==> src/rtl/register_file.sv <==
// ---------------------------------------------------------------------------
// register_file
//
// Architectural register file with a rename tag per register. It sits
// downstream of the reorder buffer and tracks, for every architectural
// register, its retired value, whether an in-flight ROB entry will overwrite
// it (busy), and which ROB entry that is (tag).
//
// Handshake: each stream is a single-cycle valid strobe with no back-pressure.
// A launch or commit is taken on a rising clk_in edge when its *_ready strobe
// is high and rdy_in is high. rdy_in low freezes every piece of state. There
// is no ready return path, so the upstream ROB never stalls on this block.
//
// Ports:
//   clk_in, rst_in           clock, synchronous active-high reset
//   rdy_in                   global ready; low freezes all state
//   _clear                   flush: drop all busy flags and any same-cycle launch
//   _rf_launch_*             launch stream: register becomes owned by a ROB id
//   _rf_commit_*             commit stream: value retires into a register
//   _query_reg_1/2           source register indices from the decoder
//   _query_busy/rob_id/value combinational operand lookup for each port
//
// Build option:
//   RF_COMMIT_BYPASS_EN  when defined, a same-cycle commit is forwarded onto
//                        the query outputs; otherwise queries see registered
//                        state only.
// ---------------------------------------------------------------------------
module register_file #(
  parameter int XLEN     = 32,
  parameter int ROB_ID_W = 5,
  parameter int NREG     = 32
) (
  input  logic                clk_in,
  input  logic                rst_in,
  input  logic                rdy_in,
  input  logic                _clear,

  input  logic                _rf_launch_ready,
  input  logic [ROB_ID_W-1:0] _rf_launch_rob_id,
  input  logic [4:0]          _rf_launch_register_id,

  input  logic                _rf_commit_ready,
  input  logic [ROB_ID_W-1:0] _rf_commit_rob_id,
  input  logic [4:0]          _rf_commit_register_id,
  input  logic [XLEN-1:0]     _rf_commit_value,

  input  logic [4:0]          _query_reg_1,
  output logic                _query_busy_1,
  output logic [ROB_ID_W-1:0] _query_rob_id_1,
  output logic [XLEN-1:0]     _query_value_1,

  input  logic [4:0]          _query_reg_2,
  output logic                _query_busy_2,
  output logic [ROB_ID_W-1:0] _query_rob_id_2,
  output logic [XLEN-1:0]     _query_value_2
);

  localparam int LW = 1 + ROB_ID_W + XLEN;

  logic [XLEN-1:0]     value_q [NREG];
  logic                busy_q  [NREG];
  logic [ROB_ID_W-1:0] tag_q   [NREG];

  logic do_commit;
  logic do_launch;
  logic commit_hits_tag;

  // x0 is hardwired: writes to it are discarded here rather than masked later.
  assign do_commit = rdy_in && _rf_commit_ready && (_rf_commit_register_id != 5'd0);
  assign do_launch = rdy_in && _rf_launch_ready && !_clear &&
                     (_rf_launch_register_id != 5'd0);

  // A commit only releases the register if it is still the youngest producer.
  assign commit_hits_tag = busy_q[_rf_commit_register_id] &&
                           (tag_q[_rf_commit_register_id] == _rf_commit_rob_id);

  // Later assignments win: clear, then commit release, then launch, so a
  // same-register launch overrides the commit's busy/tag effect.
  always_ff @(posedge clk_in) begin
    if (rst_in) begin
      for (int i = 0; i < NREG; i++) begin
        value_q[i] <= '0;
        busy_q[i]  <= 1'b0;
        tag_q[i]   <= '0;
      end
    end else if (rdy_in) begin
      if (_clear) begin
        for (int i = 0; i < NREG; i++) begin
          busy_q[i] <= 1'b0;
        end
      end
      if (do_commit) begin
        value_q[_rf_commit_register_id] <= _rf_commit_value;
        if (commit_hits_tag) begin
          busy_q[_rf_commit_register_id] <= 1'b0;
        end
      end
      if (do_launch) begin
        busy_q[_rf_launch_register_id] <= 1'b1;
        tag_q[_rf_launch_register_id]  <= _rf_launch_rob_id;
      end
    end
  end

  // Operand lookup, packed as {busy, rob_id, value}.
  function automatic logic [LW-1:0] lookup(input logic [4:0] r);
    logic                busy;
    logic [ROB_ID_W-1:0] rob_id;
    logic [XLEN-1:0]     value;
    busy   = busy_q[r];
    rob_id = tag_q[r];
    value  = value_q[r];
`ifdef RF_COMMIT_BYPASS_EN
    // Forward the retiring value; only release busy when the tag matches.
    if (do_commit && (_rf_commit_register_id == r)) begin
      value = _rf_commit_value;
      if (commit_hits_tag) begin
        busy = 1'b0;
      end
    end
`endif
    if (r == 5'd0) begin
      busy   = 1'b0;
      rob_id = '0;
      value  = '0;
    end
    return {busy, rob_id, value};
  endfunction

  always_comb begin
    {_query_busy_1, _query_rob_id_1, _query_value_1} = lookup(_query_reg_1);
  end

  always_comb begin
    {_query_busy_2, _query_rob_id_2, _query_value_2} = lookup(_query_reg_2);
  end

endmodule

==> config.mk <==
export PLATFORM = sky130hd
export DESIGN_NAME = register_file
export DESIGN_NICKNAME = d
export VERILOG_FILES = /design/src/rtl/register_file.sv
export SDC_FILE = /design/constraint.sdc
export NUM_CORES = 2
export LEC_CHECK = 0
export BUFFER_PORTS_ARGS = -buffer_cell sky130_fd_sc_hd__clkbuf_2
export CAP_MARGIN = 20
export CORE_ASPECT_RATIO = 1.5
export CORE_MARGIN = 2
export CORE_UTILIZATION = 49
export CTS_CLUSTER_DIAMETER = 120
export CTS_CLUSTER_SIZE = 24
export DETAILED_ROUTE_END_ITERATION = 10
export GPL_TIMING_DRIVEN = 0
export PLACE_DENSITY_LB_ADDON = 0.05
export SLEW_MARGIN = 25
export SYNTH_ARGS = -nofsm -noshare
export SYNTH_HDL_FRONTEND = slang
export SYNTH_SLANG_ARGS = --single-unit
==> constraint.sdc <==
create_clock -name clk_in -period 8.2 [get_ports clk_in]
set_input_delay 2.46 -clock clk_in [delete_from_list [all_inputs] [get_ports clk_in]]
set_output_delay 2.46 -clock clk_in [all_outputs]
set_load 0.05 [all_outputs]
==> metrics <==
status=complete, but fails checks; failing checks=setup timing; Post-Synthesis Cells=4145; DR iter-0 viols=5771; crit path kind=in -> out; sw frac=0.2911; Post-CTS Setup Inserts=0; metal1 wirelength=86950 um; Core Util, Final=0.5339; cell-internal power=9.299 mW; initial antenna violation count=29; Hold WS=0.5337 ns; port buffer count=136; Mapped Avg Cell Area=16.08 um^2; share of Yosys cell area claimed by the top area cell type=0.5336; Critical Path AT=5.85 ns; GPL Wtd Cong=0.9621; CTS Root Cell=clkbuf_16; FF+latch count, synth=1216; # IOs=144; maximum root-to-sink buffer count=3; Fmax=0.1203 GHz; Worst-Margin Slew=1.242 ns; met2 WL=129200 um; final WL=267000 um; vias in the first global route=43280; Syn. warnings=0; most frequent cells in the layout=1184 x edfxtp_1, 1148 x and2_1, 767 x mux4_2, 253 x clkbuf_1, 210 x clkbuf_2; Fillers=11170; drt via density=6.909; setup ws final=-0.1102 ns; skew final=0.01704 ns; Placement Cell Area=70090 um^2; DRC=0; CORE AREA=134800 um^2; CP peak stage delay=0.61 ns; hold_buf cts=0; share of cells above drive strength 1=0.2965; layout net count=4458; clock network fraction of total power=0.259; IR drop worst, VDD=0.1936 mV; row cnt=165; grt total ovfl=0; # setup viols final=22; initial core utilization=0.4943; Final Cycle Share=1.013; Initial DRT Pass Iterations=6; nature of the critical path endpoint=output pin; Synth area leader=edfxtp_1; sequential area share after synthesis=0.5432; RSZ-0062 raised after global routing=false; Via Count=42660; first-pass GRT wire length=358400 um; Skew-Pair Late Insertion Delay=0.73 ns; CTS tree=done; Mapped Area=66630 um^2; # Max-Cap Violations=0; Critical Path RT=5.74 ns; Area Overhead vs Synth=8.014%; net switching power=3.818 mW; synth top area cells=edfxtp_1 53%, mux4_2 26%, and2_1 11%; CTS Sinks=1216; design area=71970 um^2; Yosys cell types=52; Final Hold Viols=0; critical-path cell list=clkbuf_2 -> clkbuf_4 -> buf_4 -> mux4_2 -> mux4_2 -> mux2i_1 -> nor2_1 -> clkbuf_2; Reg power frac=0.556; Detailed Place HPWL=192300 um; Routed WL per cell=43.24 um; Max FO, Critical Path=10; Post-DRT Antenna Nets=0; most common flop cell mapped by yosys=edfxtp_1; Tmin final=8.310 ns; WL met3=26590 um; Post-synth ARST share=0; Comb power frac=0.185; htree depth=2; Post-synth EDFFs=1184; Die W=305.1 um; Reg clk slew, reported paths=0.12 ns; Tot GR Track Use=0.3848; CTS Buf Count=56; slowest stage cell, crit path=mux4_2; commonest non-fill, non-tap cell in the layout=edfxtp_1; Slew HR=0.1688; DR top layer=met5; Min-Delay Path Class=reg -> reg; Die Ht=455.6 um; startpoint types=primary input; P_leak=24.35 nW; largest net degree at the start of global routing=33; pwr dens=182.2 nW/um^2; Pins Over Slew Limit=0; Die ar.=139000 um^2
==> Yosys cell counts, drive strengths merged, types with 12 or more instances <==
master / count
edfxtp: 1184
mux2i: 157
and2: 1148
nor2: 146
nor4b: 12
clkbuf: 313
o22ai: 42
buf: 121
nor3: 20
dfxtp: 32
a31oi: 19
a21oi: 45
mux4: 767
or2: 63
==> area by class of cell <==
cell class / instances / area, um^2 / share of cell area
diodes: 10 / 25.02 / 0.0003477
plain buffers: 434 / 2162 / 0.03004
clock buffers: 78 / 1505 / 0.02091
clock inverters: 2 / 28.78 / 0.0003998
multi-input cells: 2531 / 28890 / 0.4014
flip-flops and latches: 1216 / 36190 / 0.5029
well taps: 1753 / 2193 / 0.03048
repair buffers: 151 / 970.9 / 0.01349
==> sequential cells by signal (all words and copies together) (netlist names) <==
signal / flops
busy_q: 32
value_q: 1024
tag_q: 160
==> metal layers <==
metal	up-vias	GRT usage
met3	897	0.09694
li1	16530	-
met4	16	0.2770
met1	22360	0.4388
met5	-	0
met2	2859	0.6319
==> power by group through the flow <==
stage / combinational, mW / sequential [mW] / clock (mW)
final: 2.42 / 7.30 / 3.40
after floorplan: 1.44 / 7.36 / 0
after CTS: 2.39 / 7.29 / 3.37
after global placement: 2.34 / 7.41 / 0
after global routing: 2.44 / 7.33 / 3.54
after detailed placement: 2.36 / 7.43 / 0
==> critical path, delay by kind of cell <==
kind	cells	cell delay, ns
buffers and inverters	4	1.57
muxes	3	1.53
and+or+nand+nor	1	0.25
==> metrics by stage <==
step	setup WS, ns	total power [mW]	instances	setup TNS, ns
after global placement	-1.250	9.749	6070	-72.82
after floorplan	1.130	8.799	4181	0
after global routing	0.007890	13.31	6171	0
after CTS	0.001118	13.05	6165	0
final	-0.1102	13.12	6175	-0.9607
after detailed placement	-1.197	9.794	6085	-53.95
==> final timing paths <==
| kind | from | to | slack [ns] | depth (start not counted) |
|---|---|---|---|---|
| max | _query_reg_2[0] | _query_value_2[3] | -0.11 | 8 |
| min | busy_q[0] | busy_q[0] | 0.53 | 1 |
| max reg2reg | tag_q[21][4] | busy_q[13] | 5.21 | 8 |
| min reg2reg | busy_q[0] | busy_q[0] | 0.53 | 1 |
==> logic make-up after synthesis <==
group | Yosys count | share of synthesized area
and+or+nand+nor | 1456 | 0.1341
DFF | 1216 | 0.5432
muxes | 926 | 0.2832
buffers and inverters | 434 | 0.02777
AOI/OAI and AO/OA | 108 | 0.01112
xor gates and xnor gates | 4 | 0.0005257
other | 1 | 0.00005628
==> what timing repair did <==
item                                   in CTS  in global routing
pin swaps                                   0                  0
gates resized for setup                   100                 35
setup endpoints to repair                  76                 27
endpoints found under the hold margin       0                  0
Power figures use the tool's default switching activity.
